File: src/rtl/uart_tx_buf.sv
// uart_tx_buf: byte FIFO feeding a UART transmitter through its enable/busy
// handshake. It stores producer bytes in a circular buffer and launches them
// one at a time. It also reports fill level and sticky overflow.
module uart_tx_buf #(
  parameter int DEPTH  = 16,
  parameter int ADDR_W = 4
) (
  input  logic              sys_clk,
  input  logic              sys_rst,
  input  logic              flush_i,
  input  logic              wr_en_i,
  input  logic [7:0]        wr_data_i,
  output logic              full_o,
  output logic              empty_o,
  output logic [ADDR_W:0]   count_o,
  output logic              overflow_o,
  input  logic              uart_tx_busy_i,
  output logic              uart_tx_en_o,
  output logic [7:0]        uart_txdata_o
);

  typedef enum logic [1:0] {
    ST_IDLE      = 2'd0,
    ST_WAIT_RISE = 2'd1,
    ST_WAIT_FALL = 2'd2
  } state_t;

  localparam logic [ADDR_W:0]   CNT_ONE  = (ADDR_W+1)'(1);
  localparam logic [ADDR_W:0]   CNT_ZERO = (ADDR_W+1)'(0);
  localparam logic [ADDR_W:0]   CNT_FULL = (ADDR_W+1)'(DEPTH);
  localparam logic [ADDR_W-1:0] PTR_ONE  = ADDR_W'(1);
  localparam logic [ADDR_W-1:0] PTR_ZERO = ADDR_W'(0);

  logic [7:0]        mem_r [DEPTH];
  logic [ADDR_W-1:0] wr_ptr_r;
  logic [ADDR_W-1:0] rd_ptr_r;
  logic [ADDR_W:0]   count_r;
  logic [ADDR_W:0]   count_nxt_s;
  logic              full_r;
  logic              empty_r;
  logic              overflow_r;
  logic              tx_en_r;
  logic [7:0]        txdata_r;
  state_t            state_r;
  state_t            state_nxt_s;
  logic              launch_s;
  logic              push_s;
  logic              drop_s;

  // Push acceptance looks only at the registered full flag, so a pop in the
  // same cycle cannot make room for a push that arrived while full.
  assign push_s = wr_en_i & ~full_r & ~flush_i;
  assign drop_s = wr_en_i &  full_r & ~flush_i;

  // Next fill level: push and pop in the same cycle cancel out.
  always_comb begin
    count_nxt_s = count_r;
    case ({push_s, launch_s})
      2'b10:   count_nxt_s = count_r + CNT_ONE;
      2'b01:   count_nxt_s = count_r - CNT_ONE;
      default: count_nxt_s = count_r;
    endcase
  end

  // Launch sequencer next state: launch from IDLE only, then wait for busy to rise and fall.
  always_comb begin
    state_nxt_s = state_r;
    launch_s    = 1'b0;
    case (state_r)
      ST_IDLE: begin
        if (!empty_r && !uart_tx_busy_i && !flush_i) begin
          launch_s    = 1'b1;
          state_nxt_s = ST_WAIT_RISE;
        end else begin
          state_nxt_s = ST_IDLE;
        end
      end
      ST_WAIT_RISE: begin
        if (uart_tx_busy_i) begin
          state_nxt_s = ST_WAIT_FALL;
        end else begin
          state_nxt_s = ST_WAIT_RISE;
        end
      end
      ST_WAIT_FALL: begin
        if (!uart_tx_busy_i) begin
          state_nxt_s = ST_IDLE;
        end else begin
          state_nxt_s = ST_WAIT_FALL;
        end
      end
      default: begin
        state_nxt_s = ST_IDLE;
      end
    endcase
  end

  // Sequencer state register; flush leaves it alone so an in-flight byte completes.
  always_ff @(posedge sys_clk) begin
    if (sys_rst) begin
      state_r <= ST_IDLE;
    end else begin
      state_r <= state_nxt_s;
    end
  end

  // Storage array write port; contents need no reset because the pointers define validity.
  always_ff @(posedge sys_clk) begin
    if (push_s && !sys_rst) begin
      mem_r[wr_ptr_r] <= wr_data_i;
    end
  end

  // Pointers, flags and the registered transmitter interface.
  always_ff @(posedge sys_clk) begin
    if (sys_rst) begin
      wr_ptr_r   <= PTR_ZERO;
      rd_ptr_r   <= PTR_ZERO;
      count_r    <= CNT_ZERO;
      full_r     <= 1'b0;
      empty_r    <= 1'b1;
      overflow_r <= 1'b0;
      tx_en_r    <= 1'b0;
      txdata_r   <= 8'h00;
    end else if (flush_i) begin
      wr_ptr_r   <= PTR_ZERO;
      rd_ptr_r   <= PTR_ZERO;
      count_r    <= CNT_ZERO;
      full_r     <= 1'b0;
      empty_r    <= 1'b1;
      overflow_r <= 1'b0;
      tx_en_r    <= 1'b0;
    end else begin
      if (push_s) begin
        wr_ptr_r <= wr_ptr_r + PTR_ONE;
      end
      if (launch_s) begin
        rd_ptr_r <= rd_ptr_r + PTR_ONE;
        txdata_r <= mem_r[rd_ptr_r];
      end
      if (drop_s) begin
        overflow_r <= 1'b1;
      end
      count_r <= count_nxt_s;
      full_r  <= (count_nxt_s == CNT_FULL);
      empty_r <= (count_nxt_s == CNT_ZERO);
      tx_en_r <= launch_s;
    end
  end

  assign full_o        = full_r;
  assign empty_o       = empty_r;
  assign count_o       = count_r;
  assign overflow_o    = overflow_r;
  assign uart_tx_en_o  = tx_en_r;
  assign uart_txdata_o = txdata_r;

endmodule

File: config.mk
export PLATFORM = sky130hd
export DESIGN_NAME = uart_tx_buf
export DESIGN_NICKNAME = d
export VERILOG_FILES = /design/src/rtl/uart_tx_buf.sv
export SDC_FILE = /design/constraint.sdc
export NUM_CORES = 1
export LEC_CHECK = 0
export ABC_AREA = 1
export CAP_MARGIN = 40
export CORE_MARGIN = 1
export CORE_UTILIZATION = 45
export DETAILED_ROUTE_END_ITERATION = 12
export PLACE_DENSITY = 0.66
export REMOVE_ABC_BUFFERS = 1
export SLEW_MARGIN = 10
export SYNTH_ARGS = -nofsm -noshare
export SYNTH_HDL_FRONTEND = slang
export SYNTH_SLANG_ARGS = --single-unit
File: constraint.sdc
create_clock -name sys_clk -period 2.3 [get_ports sys_clk]
set_clock_uncertainty 0.05 [all_clocks]
set_input_delay 0.23 -clock sys_clk [delete_from_list [all_inputs] [get_ports sys_clk]]
set_output_delay 0.23 -clock sys_clk [all_outputs]
set_load 0.01 [all_outputs]
======== Yosys cells after proc, flatten, opt, wreduce, memory -nomap -nowiden ========
Memory sizes are Yosys's and may differ from the RTL's. A register that Yosys moved wholly into a read port is not among the register bits.
Index checks and enable logic that the tools add are counted.
storage, ports and cells
  input port bits ......................... 13
  bits in registers ....................... 19
  memories kept ........................... 1
  bits in writable memories ............... 128
cells by class
  $add $sub $neg .......................... 4
  bitwise gates (word level) .............. 6
  eq/ne operators ......................... 5
  mux-type cells .......................... 9
  reductions and logical operators ........ 11
memory list
  memory  words  bits a word  read ports  clocked after memory_dff  wr ports  RTL line  text
  mem_r   16     8            1           1                         1         34        logic [7:0] mem_r [DEPTH];
operator list
  operator               number
  $pmux W5 S2            1
  $add A4 B1 Y4 const B  2
  $pmux W2 S3            1
  $add A5 B1 Y5 const B  1
  $eq A5 B5 Y1 const B   1
  $logic_not A5 Y1       1
  $mux W1                5
  $sub A5 B1 Y5 const B  1
  $and A1 B1 Y1          4
  $eq A2 B1 Y1 const B   2
  $eq A2 B2 Y1 const B   2
  $logic_not A1 Y1       4
  $mux W2                2
  $logic_and A1 B1 Y1    3
  $logic_not A2 Y1       1
  $not A1 Y1             2
  $reduce_and A2 Y1      1
  $reduce_or A2 Y1       1

======== Longest topological paths before layout ========
Gate-level depths: netlist of the first run.
  depth after elaboration ................. 8
  gate-level depth with buffers ........... 18
  gate-level depth less buffers ........... 17

======== Worst setup path after synthesis of the first run ========
Ideal clock, no wire load.
  path kind ............................... flip-flop to flip-flop
  from .................................... reg state_r[0]
  to ...................................... reg empty_r, in the netlist empty_o
  data required time ...................... 2.180 ns
  buffers on the path ..................... 1
  cell stages (with the launch flop) ...... 15
  arrival time ............................ 2.057 ns
  slack ................................... 0.123 ns
  cell sequence ........................... dfxtp_1 -> nor2_1 -> nand3_1 -> inv_1 -> buf_2 -> ha_1 -> nand2_1 -> inv_1 -> nor2_1 -> ha_1 -> o21ai_0 -> nand2_1 -> nor2_1 -> nand3_1 -> o21bai_1
between the ends
  longest elaborated chain between the ends .. 5
  elaborated cells between the ends (all ways) .. 6
  those cells by class .................... eq/ne: 2; mux: 2; reduce/logical: 2
ends and longest elaborated chain
  what                                          RTL line  text
  from (decl)                                   44        state_t state_r;
  from (signal assigned)                        103       state_r <= state_nxt_s;
  $logic_not A2 Y1 *                            69        case (state_r)
  $mux W1 *                                     69
  via launch_s                                  46        logic launch_s;
  $eq A2 B1 Y1 or $eq A2 B2 Y1 (tied branches)  58        case ({push_s, launch_s})
  $pmux W5 S2 *                                 58
  $logic_not A5 Y1 *                            146       empty_r <= (count_nxt_s == CNT_ZERO);
  to (signal assigned)                          146
  to (decl)                                     40        logic empty_r;
The timed path passes the listed nets; every way through them passes the cells marked *.
A chain may end at the register's enable or synchronous reset.

======== Final worst setup path of the first run ========
  from .................................... reg state_r[1]
  to ...................................... reg full_r, in the netlist full_o
between the ends
  longest elaborated chain between the ends .. 5
  elaborated cells between the ends (all ways) .. 6
  those cells by class .................... eq/ne: 3; mux: 2; reduce/logical: 1
ends and longest elaborated chain
  what                                          RTL line  text
  $logic_not A2 Y1 *                            69
  $mux W1 *                                     69
  $eq A2 B1 Y1 or $eq A2 B2 Y1 (tied branches)  58
  $pmux W5 S2 *                                 58
  $eq A5 B5 Y1 *                                145       full_r <= (count_nxt_s == CNT_FULL);
  to (signal assigned)                          145
  to (decl)                                     39        logic full_r;
Every way passes the cells marked *; elsewhere a longest branch is shown, timed or not.

==> impl_metrics.py, run 1 <==
metrics = {
    "clocking": {
        "numClockSinks": 155,
        "cts_tree": "yes",
        "cts-root-buf": "clkbuf_16",
        "cts_made_buffers": 17,
        "clk_latency_ns": 0.43,
        "cts.clk_slew.worst_paths_ns": 0.06,
        "postCtsHoldBufs": 0,
        "cts_buffer_depth": 2,
        "h-tree-depth": 4,
    },
    "timing": {
        "slew-limit-headroom": 0.572,
        "slew_violations": 0,
        "max_freq_mhz": 470,
        "grt_setup_unrepaired": "false",
        "setup_viol_count_final": 0,
        "worstMarginPinSlew_ns": 0.640,
        "holdWs_ns": 0.357,
        "hold_viol_final": 0,
        "fin_crit_sh": 0.926,
        "min_period_ns": 2.13,
    },
    "layout": {
        "drive_gt1_frac": 0.120,
        "fin_util": 0.554,
        "antenna_cells": 0,
        "nets": 642,
        "fin_cells": 814,
        "area_delta_synth_final_pct": 19.7,
    },
    "min_path": {
        "hold_path.class": "input port to register",
        "worstHoldEndpoint": "state_r[1]",
        "min_from": "uart_tx_busy_i",
        "worstHoldPathCells": 3,
    },
    "yosys": {
        "yosysWarnings": 0,
        "synth_mux_area_frac": 0,
        "yosys.area_share.simple": 0.134,
        "synthCells": 569,
        "synth_cell_types": 25,
        "synth_xor_area_frac": 0.00136,
        "ys_top_cells_by_area": "edfxtp_1 60%, dfxtp_1 8.4%, nor2_1 7.4%",
        "ys_ff_latch": 155,
        "yosysTopAreaCell": "edfxtp_1",
        "synth_fa_ha_area_frac": 0.0156,
        "synth-seq-area-share": 0.682,
        "synth-compound-area-share": 0.114,
        "syn_area_um2": 6420,
        "synth_top_area_frac": 0.598,
        "synth_top_family_by_area": "simple AND/OR/NAND/NOR gates",
        "postSynthAreaPerCell_um2": 11.3,
    },
    "global_routing": {
        "gr-usage-all-layers": 0.212,
        "grt-ovfl-total": 0,
        "grt_pass1_vias": 4210,
        "grt_max_degree": 65,
        "grt_pass1_wl_mm": 22.7,
        "antenna_found_initial": 0,
    },
    "placed_design": {
        "dp_hpwl_mm": 9.26,
        "gp_congestion": 0.857,
        "dpl.cell_count": 782,
        "port_buffers": 29,
    },
    "critical_path": {
        "slowest_delay_ns": 0.33,
        "crit_type": "register to register",
        "cpMostUsedCell": "nand2_1",
        "critical_path_peak_fanout": 6,
        "cp_slowest_cell": "dfxtp_1",
        "crit_required_ns": 2.56,
        "cp-end-kind": "register",
        "reg2reg_from": "state_r[1]",
        "r2r_cells": 16,
        "rrSetupSlack_ns": 0.17,
        "timing.rr.end": "full_o",
        "critPathLaunchType": "register",
        "arrival_ns": 2.39,
        "crit_chain": "nor2_2 -> nand3_2 -> inv_2 -> ha_4 -> nor2_1 -> nor2_1 -> ha_1 -> inv_1 -> nand2_2 -> nand3_1 -> nand2_1 -> nand3_1 -> nand2_1 -> nand2_1 -> nand2_1 -> nor2_1",
    },
    "pwr": {
        "p_leak_nw": 2.75,
        "clockPowerShare": 0.468,
        "switching_share": 0.199,
        "powerDensity_nw_per_um2": 794,
        "pwr-share-comb": 0.030,
        "ir_drop_uv": 591,
        "internal-power_w": 0.00489,
        "pwr-share-seq": 0.501,
        "total_power_w": 0.00611,
        "p_sw_w": 0.00122,
    },
    "route": {
        "dr.pass1.iters": 5,
        "wl_per_cell_um": 17.8,
        "route.detailed.drc": 0,
        "drt_wl_total_mm": 14.5,
        "vias_per_cell": 5.43,
        "routed-via-count": 4416,
        "ant_nets": 0,
        "first_iter_violations": 479,
    },
    "die": {
        "fp-row-count": 43,
        "initial_core_util": 0.463,
        "chipWidth_um": 121,
        "die_h_um": 121,
        "top_level_ports": 30,
        "die_area_um2": 14800,
        "core_area_um2": 13900,
    },
    "run_status": {
        "status": "finished, final reports clean",
    },
    "flow_run": {
        "maxCapViolCount": 0,
    },
}
==> cell usage after synthesis <==
library cell / instances
buf_6: 7
inv_2: 1
nand3_1: 35
nor3_1: 1
inv_1: 38
clkinv_1: 2
nand3b_1: 1
nor4_1: 2
o21ai_1: 26
clkbuf_2: 1
a21oi_1: 10
buf_4: 4
o21ai_0: 49
ha_1: 8
nand2_1: 38
xor2_1: 1
o211ai_1: 32
buf_2: 9
dfxtp_1: 27
clkbuf_1: 7
nand4_1: 7
o21a_1: 8
edfxtp_1: 128
o21bai_1: 1
nor2_1: 126
==> flip-flops by register name, summed over array words and instances, names as in the netlist <==
name	count
uart_txdata_o	8
overflow_o	1
count_o	5
rd_ptr_r	4
empty_o	1
mem_r	128
full_o	1
uart_tx_en_o	1
wr_ptr_r	4
state_r	2
==> how the worst max path moves through the flow <==
stage | start | end | slack, ns | cells past startpoint
final | state_r[1] | full_o | 0.17 | 16
after global routing | state_r[1] | empty_o | 0.03 | 17
after CTS | state_r[0] | empty_o | 0.05 | 17
after detailed placement | flush_i | full_o | -0.23 | 18
after global placement | wr_en_i | empty_o | -0.11 | 14
after floorplan | rd_ptr_r[0] | uart_txdata_o[0] | -0.38 | 7
==> layout by cell type, fill, tap and decap left out, types with 10 or more instances in the layout <==
cell type	netlist	routed
a21oi_1	10	10
buf_4	4	28
clkbuf_16	0	17
clkdlybuf4s50_1	0	29
dfxtp_1	27	25
edfxtp_1	128	128
inv_1	38	36
nand2_1	38	36
nand3_1	35	34
nor2_1	126	125
o211ai_1	32	32
o21ai_0	49	48
o21ai_1	26	27
==> routing by layer <==
metal  part of all wire  GRT usage
met4              0.025      0.102
met1               0.45      0.283
met2               0.48      0.337
met3              0.045     0.0362
met5                  0          0
==> layout make-up <==
cell class | instances | area, µm²
clock buffer | 19 | 453
fill | 1136 | 6190
clock inverter | 13 | 163
tap | 180 | 225
multi-input combinational | 345 | 1740
inverter | 41 | 154
timing repair buffer | 61 | 572
sequential | 155 | 4390
==> critical path: cells and delay by family (launching register included) <==
| family | cells | cell delay [ns] |
|---|---|---|
| adders and majority gates | 2 | 0.32 |
| and+or+nand+nor | 12 | 1.17 |
| DFF | 1 | 0.33 |
| buffers and inverters | 2 | 0.14 |
==> logic make-up after synthesis <==
kind of cell	Yosys count
buffers and inverters	69
AND/OR/NAND/NOR	210
XOR/XNOR	1
flip-flops	155
adder cells (fa/ha/maj)	8
AO/OA/AOI/OAI	126
==> power groups by stage <==
| stage | Combinational [W] | Sequential (W) | Clock (W) |
|---|---|---|---|
| 5_1_grt | 0.000205 | 0.00306 | 0.00301 |
| 4_1_cts | 0.000184 | 0.00306 | 0.00290 |
| 2_1_floorplan | 0.0000691 | 0.00312 | 0 |
| 6_report | 0.000186 | 0.00306 | 0.00286 |
| 3_3_place_gp | 0.000176 | 0.00312 | 0 |
| 3_5_place_dp | 0.000183 | 0.00312 | 0 |
==> per-stage QoR <==
step | instance area [µm²] | setup WS [ns] | setup TNS (ns)
after floorplan | 6240 | -0.378 | -3.39
after global placement | 7050 | -0.106 | -0.212
after detailed placement | 7050 | -0.234 | -0.688
after CTS | 7660 | 0.0470 | 0
after global routing | 7690 | 0.0295 | 0
final | 7690 | 0.171 | 0
==> what timing repair did <==
action	CTS	global route
endpoints found under the setup margin	0	3
buffers inserted	0	0
gates resized for setup	0	10
No activity file was read; power rests on OpenSTA's default activity.
==> run 2, diff against run 1 <==
- CORE_UTILIZATION: 45 -> 40
- PLACE_DENSITY: 0.66 -> 0.6
- SETUP_SLACK_MARGIN: not set -> 0.05
==> run 2 against run 1 <==
  * Sequential share of layout area up 0.19 points
  * Sequential power about the same
  * Global-route usage down 3.6 points
  * Total power down 3.8%
  * Largest cell class unchanged
  * Highest routed layer unchanged
==> impl_metrics.py, run 2 (same netlist as run 1, synthesis figures left out) <==
metrics = {
    "min_path": {
        "hold_path.class": "input port to register",
    },
    "placed_design": {
        "port_buffers": 29,
        "dp_hpwl_mm": 8.76,
        "gp_congestion": 0.787,
        "dpl.cell_count": 814,
    },
    "route": {
        "vias_per_cell": 5.06,
        "wl_per_cell_um": 16.1,
        "ant_nets": 0,
        "routed-via-count": 4276,
        "drt_wl_total_mm": 13.6,
        "first_iter_violations": 264,
        "dr.pass1.iters": 4,
        "route.detailed.drc": 0,
    },
    "die": {
        "initial_core_util": 0.416,
        "top_level_ports": 30,
        "die_area_um2": 16600,
        "die_h_um": 129,
        "chipWidth_um": 129,
        "core_area_um2": 15400,
        "fp-row-count": 45,
    },
    "critical_path": {
        "cp-startpoint": "state_r[1]",
        "critPathLaunchType": "register",
        "critical_path_peak_fanout": 20,
        "worstSetupEndpoint": "empty_o",
        "timing.rr.end": "empty_o",
        "rrSetupSlack_ns": 0.28,
        "critical_path_buf_inv_count": 2,
        "cp_slowest_cell": "dfxtp_1",
        "crit_chain": "nor2_2 -> nand3_2 -> inv_2 -> buf_4 -> ha_2 -> nand2_1 -> nand2_2 -> nand2_1 -> nand3_1 -> nand2_1 -> nor2_2 -> nand3_2 -> o21bai_1",
        "reg2reg_from": "state_r[1]",
        "r2r_cells": 13,
        "cp.depth": 13,
        "crit_family": "simple AND/OR/NAND/NOR gates",
        "cpMostUsedCell": "nand2_1",
        "arrival_ns": 2.31,
        "slowest_delay_ns": 0.33,
        "crit_required_ns": 2.59,
        "crit_type": "register to register",
        "cp-end-kind": "register",
    },
    "layout": {
        "nets": 643,
        "area_delta_synth_final_pct": 19.3,
        "drive_gt1_frac": 0.115,
        "mostFrequentLayoutCell": "edfxtp_1",
        "fin_util": 0.497,
        "antenna_cells": 0,
        "layout_common_cells": "128 x edfxtp_1, 124 x nor2_1, 49 x o21ai_0",
        "fin_cells": 845,
        "largest_register_ffs": 128,
        "top_register": "mem_r",
    },
    "timing": {
        "worstMarginPinSlew_ns": 0.688,
        "slew_violations": 0,
        "fin_crit_sh": 0.878,
        "setup_viol_count_final": 0,
        "min_period_ns": 2.02,
        "hold_viol_final": 0,
        "holdWs_ns": 0.365,
        "grt_setup_unrepaired": "false",
        "max_freq_mhz": 495,
        "slew-limit-headroom": 0.540,
    },
    "global_routing": {
        "grt-ovfl-total": 0,
        "grt_max_degree": 36,
        "grt_pass1_vias": 4017,
        "grt_pass1_wl_mm": 21.5,
        "gr-usage-all-layers": 0.176,
        "antenna_found_initial": 0,
    },
    "clocking": {
        "cts_tree": "yes",
        "cts-root-buf": "clkbuf_16",
        "cts_resized": 0,
        "clk_latency_ns": 0.42,
        "numClockSinks": 155,
        "h-tree-depth": 4,
        "cts.clk_slew.worst_paths_ns": 0.06,
        "cts_made_buffers": 17,
        "cts_setup_buffers": 0,
        "postCtsHoldBufs": 0,
        "cts_buffer_depth": 2,
    },
    "pwr": {
        "ir_drop_uv": 486,
        "pwr-share-comb": 0.031,
        "p_sw_w": 0.00117,
        "pwr-share-seq": 0.521,
        "powerDensity_nw_per_um2": 766,
        "switching_share": 0.200,
        "clockPowerShare": 0.448,
        "internal-power_w": 0.00470,
        "p_leak_nw": 2.71,
    },
    "flow_run": {
        "maxCapViolCount": 0,
    },
    "run_status": {
        "status": "finished, final reports clean",
    },
}
[run 2: metrics by stage]
| stage | setup slack (ns) | TNS, ns | power, W | cell area, µm² |
|---|---|---|---|---|
| after floorplan | -0.378 | -3.39 | 0.00319 | 6240 |
| after global placement | -0.110 | -0.228 | 0.00329 | 7080 |
| after detailed placement | -0.161 | -0.423 | 0.00330 | 7080 |
| after CTS | 0.0627 | 0 | 0.00591 | 7630 |
| after global routing | 0.0694 | 0 | 0.00604 | 7670 |
| final | 0.281 | 0 | 0.00588 | 7670 |
[run 2: worst min path at each step]
stage / cells past startpoint / slack (ns) / endpoint / startpoint
finish: 3 / 0.36 / state_r[1] / uart_tx_busy_i
global route: 3 / 0.36 / state_r[1] / uart_tx_busy_i
CTS: 3 / 0.35 / state_r[1] / uart_tx_busy_i
detailed placement: 2 / 0.42 / overflow_o / overflow_o
global placement: 2 / 0.41 / overflow_o / overflow_o
floorplan: 1 / 0.25 / state_r[0] / sys_rst
[run 2: area by class of cell]
cell class | count | area (µm²)
fill | 1368 | 7760
sequential | 155 | 4390
multi-input combinational | 345 | 1740
inverter | 41 | 154
timing repair buffer | 62 | 563
clock inverter | 12 | 124
clock buffer | 19 | 433
tap | 211 | 264
[run 2: worst reg2reg max path, stage by stage, from the launching register on]
cell,delay (ns)
dfxtp_1,0.33
nor2_2,0.14
nand3_2,0.09
inv_2,0.08
buf_4,0.25
ha_2,0.27
nand2_1,0.07
nand2_2,0.10
nand2_1,0.07
nand3_1,0.10
nand2_1,0.07
nor2_2,0.11
nand3_2,0.08
o21bai_1,0.14
[run 2: power by group through the flow]
stage / registers [W] / logic, W / clock network, W
floorplan: 0.00312 / 0.0000691 / 0
global placement: 0.00312 / 0.000176 / 0
detailed placement: 0.00312 / 0.000180 / 0
CTS: 0.00306 / 0.000181 / 0.00266
global route: 0.00306 / 0.000203 / 0.00278
finish: 0.00306 / 0.000183 / 0.00263
[run 2: routing by layer]
metal	vias to the layer above	share of wire	GRT usage	routed length (µm)
li1	2113	-	-	-
met1	2087	0.47	0.236	6370
met4	0	0.015	0.0685	209
met3	16	0.035	0.0324	472
met2	60	0.48	0.285	6590
met5	-	0	0	0
==> run 3, diff against run 2 <==
- CORE_MARGIN: 1 -> not set
==> results of run 3 <==
Same layout as run 2: the final DEF is identical, and so are final timing and power.
